$ cat config.mk
export PLATFORM = sky130hd
export DESIGN_NAME = busca_instrucao
export DESIGN_NICKNAME = d
export VERILOG_FILES = /design/src/rtl/busca_instrucao.sv
export SDC_FILE = /design/constraint.sdc
export NUM_CORES = 1
export LEC_CHECK = 0
export ABC_AREA = 1
export CORE_MARGIN = 2
export CORE_UTILIZATION = 47
export DETAILED_ROUTE_END_ITERATION = 8
export GPL_TIMING_DRIVEN = 0
export HOLD_SLACK_MARGIN = 0.08
export PLACE_DENSITY = 0.87
export SLEW_MARGIN = 40
export SYNTH_ARGS = -nofsm -noshare
export SYNTH_HDL_FRONTEND = slang
export SYNTH_SLANG_ARGS = --single-unit
$ cat constraint.sdc
create_clock -name clock -period 3.14 [get_ports clock]
set_input_delay 0.942 -clock clock [delete_from_list [all_inputs] [get_ports clock]]
set_output_delay 0.942 -clock clock [all_outputs]
set_load 0.02 [all_outputs]
$ cat src/rtl/busca_instrucao.sv
// busca_instrucao: instruction fetch/decode register for the PC3 datapath.
//
// Fetches one 32-bit instruction at a time over a req/ack read port, holds it
// until the next stage takes it (valido & pronto), and slices it into the
// register and raw-immediate fields the decoder and sign-extender use.
// A redirect (desvio) flushes the held or in-flight instruction; a response
// that was already requested when the redirect arrived is drained and dropped.
//
// Ports:
//   clock, reset         rising-edge clock, asynchronous active-low reset
//   habilita             allow new fetches
//   desvio, endereco_desvio  one-cycle redirect pulse and its target
//   mem_req, mem_endereco    registered read request and word address
//   mem_ack, mem_dado        read response strobe and data
//   valido, pronto           output handshake for the held instruction
//   instrucao, pc_instrucao  held instruction and its address
//   opcode/rs/rt/rd          register fields of instrucao
//   imediato16/21/_s         raw immediate slices for the sign-extender
//   selecao_ext              sign-extender format select (11 when not valido)
//
// Optional build macro BUSCA_CONTADOR_EN adds contador_entregues, a wrapping
// 32-bit count of delivered instructions.

module busca_instrucao #(
  parameter int unsigned LARGURA_PC = 16,
  parameter int unsigned PC_INICIAL = 0
) (
  input  logic                  clock,
  input  logic                  reset,
  input  logic                  habilita,
  input  logic                  desvio,
  input  logic [LARGURA_PC-1:0] endereco_desvio,
  output logic                  mem_req,
  output logic [LARGURA_PC-1:0] mem_endereco,
  input  logic                  mem_ack,
  input  logic [31:0]           mem_dado,
  output logic                  valido,
  input  logic                  pronto,
  output logic [31:0]           instrucao,
  output logic [LARGURA_PC-1:0] pc_instrucao,
  output logic [5:0]            opcode,
  output logic [4:0]            rs,
  output logic [4:0]            rt,
  output logic [4:0]            rd,
  output logic [15:0]           imediato16,
  output logic [20:0]           imediato21,
  output logic [15:0]           imediato_s,
  output logic [1:0]            selecao_ext
`ifdef BUSCA_CONTADOR_EN
  ,
  output logic [31:0]           contador_entregues
`endif
);

  localparam logic [LARGURA_PC-1:0] PcReset = LARGURA_PC'(PC_INICIAL);
  localparam logic [LARGURA_PC-1:0] PcUm    = LARGURA_PC'(1);

  typedef enum logic [1:0] {
    StOcioso,
    StBusca,
    StDescarta,
    StCheio
  } estado_e;

  estado_e               state_q, state_d;
  logic [LARGURA_PC-1:0] pc_q, pc_d;
  logic                  mem_req_q, mem_req_d;
  logic [LARGURA_PC-1:0] mem_end_q, mem_end_d;
  logic                  valido_q, valido_d;
  logic [31:0]           instr_q, instr_d;
  logic [LARGURA_PC-1:0] pc_instr_q, pc_instr_d;

  // PC after this cycle's redirect, used whenever a new request is launched
  // in the same edge as the redirect.
  logic [LARGURA_PC-1:0] pc_alvo;
  assign pc_alvo = desvio ? endereco_desvio : pc_q;

  always_ff @(posedge clock or negedge reset) begin
    if (!reset) begin
      state_q    <= StOcioso;
      pc_q       <= PcReset;
      mem_req_q  <= 1'b0;
      mem_end_q  <= PcReset;
      valido_q   <= 1'b0;
      instr_q    <= '0;
      pc_instr_q <= '0;
    end else begin
      state_q    <= state_d;
      pc_q       <= pc_d;
      mem_req_q  <= mem_req_d;
      mem_end_q  <= mem_end_d;
      valido_q   <= valido_d;
      instr_q    <= instr_d;
      pc_instr_q <= pc_instr_d;
    end
  end

  always_comb begin
    state_d    = state_q;
    pc_d       = pc_q;
    mem_req_d  = mem_req_q;
    mem_end_d  = mem_end_q;
    valido_d   = valido_q;
    instr_d    = instr_q;
    pc_instr_d = pc_instr_q;

    unique case (state_q)
      StOcioso: begin
        if (desvio) begin
          pc_d = endereco_desvio;
        end else if (habilita) begin
          state_d   = StBusca;
          mem_req_d = 1'b1;
          mem_end_d = pc_q;
        end
      end

      StBusca: begin
        if (desvio) begin
          pc_d     = endereco_desvio;
          valido_d = 1'b0;
          if (mem_ack) begin
            // Response consumed this edge: relaunch straight at the target.
            mem_end_d = endereco_desvio;
          end else begin
            // Request must stay up at the old address until it is answered.
            state_d = StDescarta;
          end
        end else if (mem_ack) begin
          instr_d    = mem_dado;
          pc_instr_d = pc_q;
          pc_d       = pc_q + PcUm;
          valido_d   = 1'b1;
          mem_req_d  = 1'b0;
          state_d    = StCheio;
        end
      end

      StDescarta: begin
        pc_d     = pc_alvo;
        valido_d = 1'b0;
        if (mem_ack) begin
          if (habilita) begin
            state_d   = StBusca;
            mem_req_d = 1'b1;
            mem_end_d = pc_alvo;
          end else begin
            state_d   = StOcioso;
            mem_req_d = 1'b0;
          end
        end
      end

      StCheio: begin
        if (desvio || pronto) begin
          pc_d     = pc_alvo;
          valido_d = 1'b0;
          if (habilita) begin
            state_d   = StBusca;
            mem_req_d = 1'b1;
            mem_end_d = pc_alvo;
          end else begin
            state_d = StOcioso;
          end
        end
      end

      default: state_d = StOcioso;
    endcase
  end

  assign mem_req      = mem_req_q;
  assign mem_endereco = mem_end_q;
  assign valido       = valido_q;
  assign instrucao    = instr_q;
  assign pc_instrucao = pc_instr_q;

  assign opcode     = instr_q[31:26];
  assign rs         = instr_q[25:21];
  assign rt         = instr_q[20:16];
  assign rd         = instr_q[15:11];
  assign imediato16 = instr_q[15:0];
  assign imediato21 = instr_q[20:0];
  assign imediato_s = {instr_q[25:21], instr_q[10:0]};

  // Format class from opcode[5:4]: R->11, I->00, J->01, S->10.
  always_comb begin
    selecao_ext = 2'b11;
    if (valido_q) begin
      unique case (instr_q[31:30])
        2'b00: selecao_ext = 2'b11;
        2'b01: selecao_ext = 2'b00;
        2'b10: selecao_ext = 2'b01;
        2'b11: selecao_ext = 2'b10;
        default: selecao_ext = 2'b11;
      endcase
    end
  end

`ifdef BUSCA_CONTADOR_EN
  logic [31:0] cont_q, cont_d;

  always_comb begin
    cont_d = cont_q;
    if (valido_q && pronto) begin
      cont_d = cont_q + 32'd1;
    end
  end

  always_ff @(posedge clock or negedge reset) begin
    if (!reset) begin
      cont_q <= '0;
    end else begin
      cont_q <= cont_d;
    end
  end

  assign contador_entregues = cont_q;
`endif

endmodule

Word-level counts from Yosys, hierarchy flattened --
Cells that the tools add are included.
Word-level totals: flip-flop bits (word level) 84, output and inout bits 142, bits of input ports 54
Cells by class: add/subtract/negate cells 1, reduce and logical (&&, ||, !) cells 11, bitwise logic cells 1, muxes and demuxes 36, equal/unequal tests 15
Operators with widths (number):
- $mux 16 | 11
- $pmux 16 s4 | 1
- $pmux 16 s3 | 1
- $add 16x1->16 const B | 1
- $mux 2 | 8
- $pmux 2 s4 | 2
- $ne 2x2->1 const B | 7
- $reduce_and 6->1 | 2
- $mux 1 | 11
- $eq 2x2->1 const B | 4
- $ne 3x3->1 const B | 2
- $reduce_and 3->1 | 2
- $reduce_and 5->1 | 1
- $eq 2x1->1 const B | 2
- $logic_not 2->1 | 2
- $pmux 1 s4 | 1
- $pmux 1 s3 | 1
- $reduce_bool 3->1 | 1
- $reduce_and 2->1 | 1
- $reduce_or 2->1 | 1
- $logic_or 1x1->1 | 1
- $not 1->1 | 1

Depth between registers and ports, before layout --
Gate-level depths: netlist (run 1).
word-level depth 4, depth in mapped cells 10

Worst setup path before layout (run 1) --
OpenSTA, ideal clock, no wires.
path type input port to flip-flop, start point in desvio, end point reg instr_q[26] (netlist: instrucao[26]), arrival time 1868 ps, library setup time 125 ps, slack 1147 ps, cell stages on the path 8, path through buf_6 inv_4 nand2_2 inv_4 nand2_2 buf_6 buf_6 mux2_4
Between the ends: word-level cells in the longest chain between the ends 2
RTL lines:
- from (decl) | RTL line 31 | input logic desvio,
- $not 1->1 (no source line)
- $reduce_and 3->1 (no source line)
- to (signal assigned) | RTL line 93 | instr_q <= instr_d;
- to (decl) | RTL line 70 | logic [31:0] instr_q, instr_d;
Every way passes these cells. A chain may end at the register's enable or synchronous reset.

Worst setup path after layout (run 1) --
start point reg instr_q[31] (netlist: instrucao[31]), end point out selecao_ext[1]
Between the ends: word-level cells in the longest chain between the ends 3, elaborated cells on any way between the ends 6
RTL lines:
- $eq 2x2->1 (tied with other cells) | RTL line 190 | unique case (instr_q[31:30])
- $pmux 2 s4 (*) | RTL line 190
- $mux 2 (*) | RTL line 189 | if (valido_q) begin
- to (decl) | RTL line 48 | output logic [1:0] selecao_ext
Every way passes the cells marked *; elsewhere a longest branch is shown, timed or not.

==> summary.txt, run 1 <==
Place
  – Dpl cell area: 6920 µm²
  – Post-DP HPWL: 11800 µm
  – Post-place setup slack: 0.463 ns
  – RD Place Congestion: 0.926
  – # port buffers: 194

Flow run
  – Max Cap Violations: 0

Worst setup path
  – CP Max Fanout: 4
  – Kind of end point of the critical path: output port
  – Data arrival, critical path: 1.82 ns
  – Critical-path cell list: inv_1, ha_1, nand2_1, clkdlybuf4s50_1
  – CP max-delay cell: clkdlybuf4s50_1
  – Crit path kind: flop to output port
  – Required @ worst endpoint: 2.20 ns
  – Startpoint types: flop
  – Max stage delay on crit path: 0.62 ns

Synth
  – Area contributors post-synth: dfrtp_1, nand2_1, buf_4, mux2_2, o21ai_0
  – Post-synth EDFFs: 0
  – Seq cells post-synth: 84
  – Commonest cells in the netlist: nand2_1, dfrtp_1, buf_4
  – Netlist Area Pre-Place: 4780 µm²
  – Synthesis Warnings: 0
  – Main flop type after synthesis: dfrtp_1
  – Count leader, synth: nand2_1
  – Mapped Nets: 632
  – Synthesized netlist cell count: 570
  – Synth area leader: dfrtp_1
  – Seq/Total Area, Yosys: 43.9%
  – Mean Syn Cell Area: 8.39 µm²
  – Post-synth cell types: 28
  – FFs w/ async S/R, synth: 100%
  – Yosys top cell area share: 43.9%

Drt
  – Via count: 4636
  – Mean routed wirelength per cell: 16.1 µm
  – Drt pass-1 iters: 5
  – Avg Vias per Cell: 5.08
  – Routed Antenna Nets: 0
  – Post-Route WL: 14700 µm
  – DRT iter0 DRCs: 288
  – DR DRC count: 0

Finish
  – Fillers: 729
  – Final Cell Area: 7110 µm²
  – Nets@finish: 838
  – Area Overhead vs Synth: 48.6%
  – Share of cells above drive strength 1: 17.9%
  – Antenna fix cells: 0

Timing
  – Final setup violating endpoints: 0
  – Max Clock Freq: 362 MHz
  – Final hold violations: 0
  – Rel. slew slack: 67.1%
  – Unrepaired setup endpoints after global routing: no
  – Hold_ws: 0.488 ns
  – Period minus WS final: 2.76 ns
  – Setup TNS: 0 ns
  – Worst setup slack after layout: 0.377 ns
  – Slew @ Worst Pin: 0.494 ns
  – Pins over their slew limit: 0
  – Clock skew: 0.00569 ns
  – Fin crit share: 88.0%

CTS
  – Clk sinks: 84
  – Clock-pin slew on the worst setup and hold paths: 0.08 ns
  – Clock Latency Late Sink: 0.35 ns
  – Root Driver: clkbuf_8
  – Htree depth: 3
  – TritonCTS clock tree: done
  – # resized after CTS: 0
  – Setup bufs post-CTS: 0
  – CTS max path bufs: 2
  – Hold Buf Count CTS: 0
  – CTS Buf Count: 9

Die
  – Die Y-Extent: 105 µm
  – Cell Rows: 36
  – Area of the core: 9820 µm²
  – Die width: 105 µm
  – Die area: 11000 µm²
  – Ports: 196
  – Initial Util: 48.7%

Global route
  – Vias in the first global route: 4462
  – Global-route wire length before repair: 23500 µm
  – All-Layer GR Usage: 26.9%
  – Initial antenna violation count: 0
  – Gr ovfl total: 0
  – Largest net degree at the start of global routing: 46

Status
  – Status: finished clean

Power and ir drop
  – PwrDens: 1170 nW/µm²
  – Max rail drop VDD: 677 µV
  – Leakage: 0.00336 µW

Hold path
  – Min-delay worst type: input pin to async pin
[layout by cell type, fill, tap and decap left out, drive strengths merged]
| cell | count |
|---|---|
| nand4 | 6 |
| ha | 8 |
| clkinvlp | 1 |
| a31oi | 1 |
| bufinv | 1 |
| clkinv | 3 |
| a211oi | 1 |
| o21ai | 46 |
| a21oi | 20 |
| o22ai | 2 |
| buf | 89 |
| inv | 39 |
| o41ai | 1 |
| o221ai | 1 |
| clkbuf | 20 |
| o211ai | 4 |
| dfrtp | 84 |
| a22oi | 16 |
| nor2 | 27 |
| mux2 | 30 |
| nand2 | 170 |
| o21bai | 2 |
| clkdlybuf4s50 | 193 |
| nor3 | 1 |
| nand3 | 14 |
[registers in the layout, summed over array words and instances (netlist names)]
name and flops:
instrucao 32, state_q 2, mem_req 1, valido 1
mem_endereco 16, pc_instrucao 16, pc_q 16
[routing by layer]
layer  vias up  routed length (µm)  track usage, %
li1       2187                   -               -
met1      2178                5720            31.8
met2       234                7480            48.1
met3        37                1060            4.93
met4         0                 454            10.5
met5         -                   0               0
[cell type report]
type	count	area (µm²)	share of cell area [%]
clock buffers	10	138	1.94
clock inverters	5	52.6	0.739
well taps	133	166	2.34
inverters	39	151	2.13
flip-flops and latches	84	2100	29.6
repair buffers	195	1970	27.7
plain buffers	97	679	9.55
multi-input cells	350	1850	26.0
[cells by family (layout without fill, tap and decap cells)]
| logic type | count (synthesis) | in the layout | share of synthesized area (%) |
|---|---|---|---|
| fa+ha+maj | 8 | 8 | 2.09 |
| compound gates | 94 | 94 | 11.3 |
| mux | 30 | 30 | 7.37 |
| buf+inv | 136 | 346 | 17.4 |
| simple gates | 218 | 218 | 18.0 |
| flops | 84 | 84 | 43.9 |
[stage by stage]
step,util [%],power [µW],cells
final,72.4,8360,913
after floorplan,-,5140,570
after detailed placement,70.5,7600,898
after global placement,70.2,7410,897
after global routing,72.4,8820,913
after CTS,72.4,8380,913
[report_power, final]
group / switching, µW / internal (µW)
Clock: 381 / 381
Sequential: 480 / 1580
Combinational: 2770 / 2760
[worst max-delay path, delay by kind of cell (launching register included)]
kind                       cells  cell delay, ns
buffers and inverters          2            0.70
adders and majority gates      1            0.28
and+or+nand+nor                1            0.08
DFF                            1            0.42
[path summary, 6_finish.rpt]
path / start / endpoint / slack (ns) / cells past startpoint
worst max-delay path: instrucao[31] / selecao_ext[1] / 0.38 / 4
worst min-delay path: reset / instrucao[23] / 0.49 / 1
worst max register to register: state_q[1] / pc_q[3] / 1.08 / 7
worst min register to register: pc_q[15] / pc_q[15] / 0.49 / 2
max in group asynchronous: reset / valido / 2.10 / 2
min in group clock: pc_q[15] / pc_q[15] / 0.49 / 2
No activity file was read; power rests on OpenSTA's default activity.
==> run 2: changes to the inputs <==
CAP_MARGIN = 10   (was unset)
==> results of run 2 <==
Final layout, timing and power as in run 1 (identical DEF).
